File: src/rtl/cpu_pkg.sv
// cpu_pkg: shared definitions for the fetch side of the core.
//   FQ_DEPTH   default fetch queue depth
//   PC_RESET   PC the fetch unit starts from after reset
//   INSTR_W    instruction word width
//   fq_entry_t one fetch queue entry, {pc, instr}
//   is_pow2    helper used to validate queue depth parameters
package cpu_pkg;

    localparam int          FQ_DEPTH = 4;
    localparam logic [31:0] PC_RESET = 32'h0000_3000;
    localparam int          INSTR_W  = 32;

    typedef struct packed {
        logic [31:0]        pc;
        logic [INSTR_W-1:0] instr;
    } fq_entry_t;

    function automatic bit is_pow2(input int value);
        return (value > 0) && ((value & (value - 1)) == 0);
    endfunction

endpackage

File: src/rtl/fq_ring.sv
// fq_ring: storage array for the fetch queue.
//   clk      in   rising-edge clock
//   reset    in   asynchronous active-high reset, clears every entry to 0
//   we_i     in   write enable
//   waddr_i  in   write index
//   wdata_i  in   entry to write
//   raddr_i  in   read index
//   rdata_o  out  entry at raddr_i, combinational from the registers
// Pointer, occupancy and handshake logic live in fetch_queue.
module fq_ring
    import cpu_pkg::*;
#(
    parameter int DEPTH = FQ_DEPTH,
    parameter int AW    = $clog2(DEPTH)
) (
    input  logic          clk,
    input  logic          reset,
    input  logic          we_i,
    input  logic [AW-1:0] waddr_i,
    input  fq_entry_t     wdata_i,
    input  logic [AW-1:0] raddr_i,
    output fq_entry_t     rdata_o
);

    fq_entry_t mem_q [DEPTH];

    always_ff @(posedge clk or posedge reset) begin
        if (reset) begin
            for (int i = 0; i < DEPTH; i++) begin
                mem_q[i] <= '0;
            end
        end else if (we_i) begin
            mem_q[waddr_i] <= wdata_i;
        end
    end

    // No write-to-read bypass: a word written at an edge is visible
    // on the read port only after that edge.
    assign rdata_o = mem_q[raddr_i];

endmodule

File: src/rtl/fetch_queue.sv
// fetch_queue: decoupling buffer between instruction fetch and decode.
//   clk       in   rising-edge clock
//   reset     in   asynchronous active-high reset, empties the queue
//   if_instr  in   instruction word presented by fetch
//   if_pc     in   PC of if_instr
//   if_valid  in   fetch word is meaningful this cycle
//   if_enable out  fetch advances its PC at the next edge
//   flush     in   jump redirect; discards all queued words at the edge
//   id_valid  out  head entry is valid
//   id_ready  in   decode consumes the head entry at the next edge
//   id_instr  out  head instruction
//   id_pc     out  head PC
//   count     out  occupied entries, 0..DEPTH
//
// Handshakes:
//   fetch side : a word transfers at an edge when if_valid && if_enable
//                && !flush. if_enable depends only on registered occupancy
//                and flush, never on id_ready, so a pop in the same cycle
//                does not open a slot in a full queue.
//   decode side: the head transfers at an edge when id_valid && id_ready
//                && !flush. id_valid is !empty; id_instr/id_pc show the
//                entry at the read pointer and are stale while empty.
//   flush wins over both transfers and empties the queue at the edge.
module fetch_queue
    import cpu_pkg::*;
#(
    parameter  int DEPTH = FQ_DEPTH,
    localparam int AW    = $clog2(DEPTH)
) (
    input  logic               clk,
    input  logic               reset,
    input  logic [INSTR_W-1:0] if_instr,
    input  logic [31:0]        if_pc,
    input  logic               if_valid,
    output logic               if_enable,
    input  logic               flush,
    output logic               id_valid,
    input  logic               id_ready,
    output logic [INSTR_W-1:0] id_instr,
    output logic [31:0]        id_pc,
    output logic [AW:0]        count
);

    if (!is_pow2(DEPTH) || DEPTH < 2 || DEPTH > 16) begin : g_bad_depth
        $error("fetch_queue: DEPTH must be a power of two in 2..16");
    end

    localparam logic [AW:0]   CNT_FULL = (AW + 1)'(DEPTH);
    localparam logic [AW-1:0] PTR_ONE  = AW'(1);
    localparam logic [AW:0]   CNT_ONE  = (AW + 1)'(1);

    logic [AW-1:0] wp_q, wp_d;
    logic [AW-1:0] rp_q, rp_d;
    logic [AW:0]   cnt_q, cnt_d;

    logic      full;
    logic      empty;
    logic      push;
    logic      pop;
    fq_entry_t wr_entry;
    fq_entry_t rd_entry;

    assign full  = (cnt_q == CNT_FULL);
    assign empty = (cnt_q == '0);

    // Full blocks push even when a pop happens in the same cycle.
    assign push = if_valid && !full && !flush;
    assign pop  = id_valid && id_ready && !flush;

    // During flush fetch must load the jump target even if the queue is full.
    assign if_enable = !full || flush;
    assign id_valid  = !empty;

    always_comb begin
        wp_d  = wp_q;
        rp_d  = rp_q;
        cnt_d = cnt_q;
        if (flush) begin
            wp_d  = '0;
            rp_d  = '0;
            cnt_d = '0;
        end else begin
            if (push) begin
                wp_d = wp_q + PTR_ONE;
            end
            if (pop) begin
                rp_d = rp_q + PTR_ONE;
            end
            case ({push, pop})
                2'b10:   cnt_d = cnt_q + CNT_ONE;
                2'b01:   cnt_d = cnt_q - CNT_ONE;
                default: cnt_d = cnt_q;
            endcase
        end
    end

    always_ff @(posedge clk or posedge reset) begin
        if (reset) begin
            wp_q  <= '0;
            rp_q  <= '0;
            cnt_q <= '0;
        end else begin
            wp_q  <= wp_d;
            rp_q  <= rp_d;
            cnt_q <= cnt_d;
        end
    end

    assign wr_entry.pc    = if_pc;
    assign wr_entry.instr = if_instr;

    fq_ring #(
        .DEPTH (DEPTH),
        .AW    (AW)
    ) u_ring (
        .clk     (clk),
        .reset   (reset),
        .we_i    (push),
        .waddr_i (wp_q),
        .wdata_i (wr_entry),
        .raddr_i (rp_q),
        .rdata_o (rd_entry)
    );

    assign id_instr = rd_entry.instr;
    assign id_pc    = rd_entry.pc;
    assign count    = cnt_q;

endmodule

File: config.mk
export PLATFORM = sky130hd
export DESIGN_NAME = fetch_queue
export DESIGN_NICKNAME = d
export VERILOG_FILES = /design/src/rtl/cpu_pkg.sv /design/src/rtl/fq_ring.sv /design/src/rtl/fetch_queue.sv
export SDC_FILE = /design/constraint.sdc
export NUM_CORES = 1
export LEC_CHECK = 0
export CAP_MARGIN = 5
export CORE_MARGIN = 3
export CORE_UTILIZATION = 56
export CTS_CLUSTER_DIAMETER = 50
export DETAILED_ROUTE_END_ITERATION = 8
export GPL_TIMING_DRIVEN = 0
export PLACE_DENSITY = 0.8
export REMOVE_ABC_BUFFERS = 1
export SYNTH_ARGS = -nofsm -noshare
export SYNTH_HDL_FRONTEND = slang
export SYNTH_SLANG_ARGS = --single-unit
File: constraint.sdc
create_clock -name clk -period 13.05 [get_ports clk]
set_input_delay 3.2625 -clock clk [delete_from_list [all_inputs] [get_ports clk]]
set_output_delay 3.2625 -clock clk [all_outputs]
set_load 0.005 [all_outputs]
==> results.yml <==
critical_path:
  critPathTopFamily: "buffers and inverters"
  crit_arrival_ns: 4.60
  startpoint_type: "input port"
  cp_slowest_cell: "clkdlybuf4s50_1"
  reg2reg_to: "count[1]$_DFFE_PP0P_"
  end_kind: "output pin"
  path_buf_inv: 2
  reg2reg_setup_slack_ns: 10.39
  required_ns: 9.79
  crit_fanout: 10
  cp_common_cell: "clkdlybuf4s50_1"
  reg2regPathDepth: 6
  crit_chain: "clkdlybuf4s50_1, nand2b_1, clkdlybuf4s50_1"
  path_class: "input port to output pin"
  reg2reg_from: "count[0]$_DFFE_PP0P_"
  cp_slowest_stage_delay_ns: 0.67
yosys:
  synth_ff_type: "dfrtp_1"
  synthSimpleGateAreaFrac: 0.0119
  synth-xor-area-share: 0.00221
  synth_enable_flop_cells: 0
  synth.area.top_cells: "dfrtp_1 (55%), mux2_2 (19%), mux4_2 (12%)"
  yosysWarnings: 0
  synth_fa_ha_area_frac: 0.00590
  yosysTopAreaCell: "dfrtp_1"
  synth_top_family_by_area: "multiplexers"
  async_reset_ff_frac: 1.00
  synth_top_cell_area_share: 0.555
  synth_cell_types: 36
  synth_compound_area_frac: 0.0113
  synthesis.area_um2: 11900
  synth-seq-cells: 263
  synth_commonest_cells: "dfrtp_1 (263), mux2_2 (197), mux4_2 (64)"
  avgSynthCellArea_um2: 17.3
  muxShareOfSynthArea: 0.384
  syn_inst: 685
  synthMostInstantiatedCell: "dfrtp_1"
  ys_seq_area_frac: 0.555
layout:
  syn_to_final_growth_pct: 22.3
  drive_gt1_frac: 0.462
  final_cells: 1107
  n_antenna_cell: 0
  fin_nets: 889
floorplan:
  initial_core_util: 0.579
  num_io_pins: 138
  die-area_um2: 23000
  die_w_um: 152
  core-area_um2: 20500
  die_h_um: 152
  rows: 52
power:
  vdd_drop_max_uv: 107
  finalPower_mw: 2.91
  p_leak_nw: 6.32
  pwr-share-clk: 0.289
  power_switching_mw: 0.725
  combPwrFrac: 0.281
  p_int_mw: 2.19
  powerDensity_nw_per_um2: 201
  sw_frac_of_total: 0.249
  pwr-share-seq: 0.429
placement:
  place.gp.congestion: 0.719
  dpl_worst_slack_ns: 5.20
  hpwl_um: 15100
  dp_cells: 1054
  port_buffers: 137
clock_tree:
  cts_root_buf: "clkbuf_16"
  htree_levels: 1
  cts_tree: "yes"
  cts-buffers-inserted: 29
  path_clk_slew_ns: 0.06
  holdBufCountCts: 0
  ctsResizeCount: 0
  clockBufferDepth: 3
  cts_sinks: 263
  post_cts_buffers: 0
  clk-insertion-delay-late_ns: 0.53
sta:
  fin_crit_ns: 7.86
  setup_tns_ns: 0
  post-route-period-util: 0.602
  worst_pin_slew_ns: 0.681
  finalClockSkew_ns: 0.00592
  slew_viol_final: 0
  hold_viol_final: 0
  fmax_ghz: 0.127
  finalSetupViolations: 0
  rsz0062_at_grt: "no"
  slew_headroom: 0.546
  whs_ns: 0.501
  fin_ws_ns: 5.19
route:
  drc: 0
  firstDrtPassIters: 4
  vias: 6481
  wl_per_cell_um: 21.9
  ant_nets: 0
  drt-initial-drc-count: 329
  viasPerCell: 5.85
  drt_wl_total_um: 24200
hold_path:
  worstHoldStart: "u_ring.mem_q[225]$_DFFE_PP0P_"
  whs_path_depth: 1
  hold_path.class: "flop to flop"
  hold_end: "u_ring.mem_q[225]$_DFFE_PP0P_"
outcome:
  outcome: "complete, no violations"
global_route:
  grt_pass1_wl_um: 39400
  antenna_found_initial: 1
  grt_usage: 0.217
  grt_overflow: 0
  grt_max_degree: 113
  grt_pass1_vias: 7267
job:
  cap_violations: 0
-- power groups by stage --
stage          combinational [mW]  clock, mW  sequential [mW]
3_5_place_dp                0.827          0             1.26
5_1_grt                     0.881      0.894             1.28
3_3_place_gp                0.785          0             1.24
6_report                    0.819      0.842             1.25
4_1_cts                     0.835      0.858             1.25
2_1_floorplan               0.513          0             1.21
-- cells by family (layout without fill, tap and decap cells) --
| family | after synthesis | after routing |
|---|---|---|
| XOR/XNOR | 3 | 3 |
| buffers and inverters | 53 | 205 |
| AO/OA/AOI/OAI | 20 | 20 |
| multiplexers | 321 | 321 |
| adder cells (fa/ha/maj) | 5 | 5 |
| flip-flops | 263 | 263 |
| AND/OR/NAND/NOR | 20 | 20 |
-- worst reg2reg max path: cells and delay by family (launching register included) --
| family | cells | cell delay, ns |
|---|---|---|
| AOI/OAI and AO/OA | 3 | 0.89 |
| and+or+nand+nor | 2 | 0.84 |
| DFF | 1 | 0.53 |
| adders and majority gates | 1 | 0.26 |
-- cells in the final DEF (no fill, tap or decap), drive strengths merged, types with 5 or more instances in the layout --
cell           Yosys  layout
inv                7       8
clkinv             0       8
mux4              64      64
dfrtp            263     263
mux2             257     257
clkbuf             9      38
nand3              5       5
buf               37       8
clkdlybuf4s50      0     137
-- sequential cells by signal, indices dropped and copies added, names as in the netlist --
| name | cells |
|---|---|
| u_ring.mem_q | 256 |
| wp_q | 2 |
| count | 3 |
| rp_q | 2 |
-- layer usage --
metal,vias to the layer above,track usage,share of wire
met5,-,0,0.00050
met4,2,0.0485,0.022
met3,44,0.0351,0.046
met2,145,0.369,0.51
met1,3446,0.300,0.42
li1,2844,-,-
-- how the worst max path moves through the flow --
stage               startpoint                            to  slack [ns]  depth (start not counted)
finish                   flush                     if_enable        5.19                          3
global route             flush                     if_enable        5.12                          3
CTS                      flush                     if_enable        5.19                          3
detailed placement       flush                     if_enable        5.20                          3
global placement         reset  u_ring.mem_q[47]$_DFFE_PP0P_        0.34                          2
floorplan                reset          count[0]$_DFFE_PP0P_        2.55                          1
-- final cells by class --
cell class / instances / area (um2)
multi-input cells: 369 / 4950
well taps: 270 / 338
flip-flops and latches: 263 / 6590
clock buffers: 38 / 820
fillers: 1316 / 5980
repair buffers: 145 / 1590
clock inverters: 15 / 188
inverters: 7 / 33.8
-- through the flow --
| stage | area, um2 | util |
|---|---|---|
| floorplan | 11500 | - |
| global placement | 13200 | 0.646 |
| detailed placement | 13500 | 0.659 |
| CTS | 14500 | 0.708 |
| global route | 14500 | 0.708 |
| finish | 14500 | 0.708 |
Note: power is estimated with default switching activity, not from simulation.
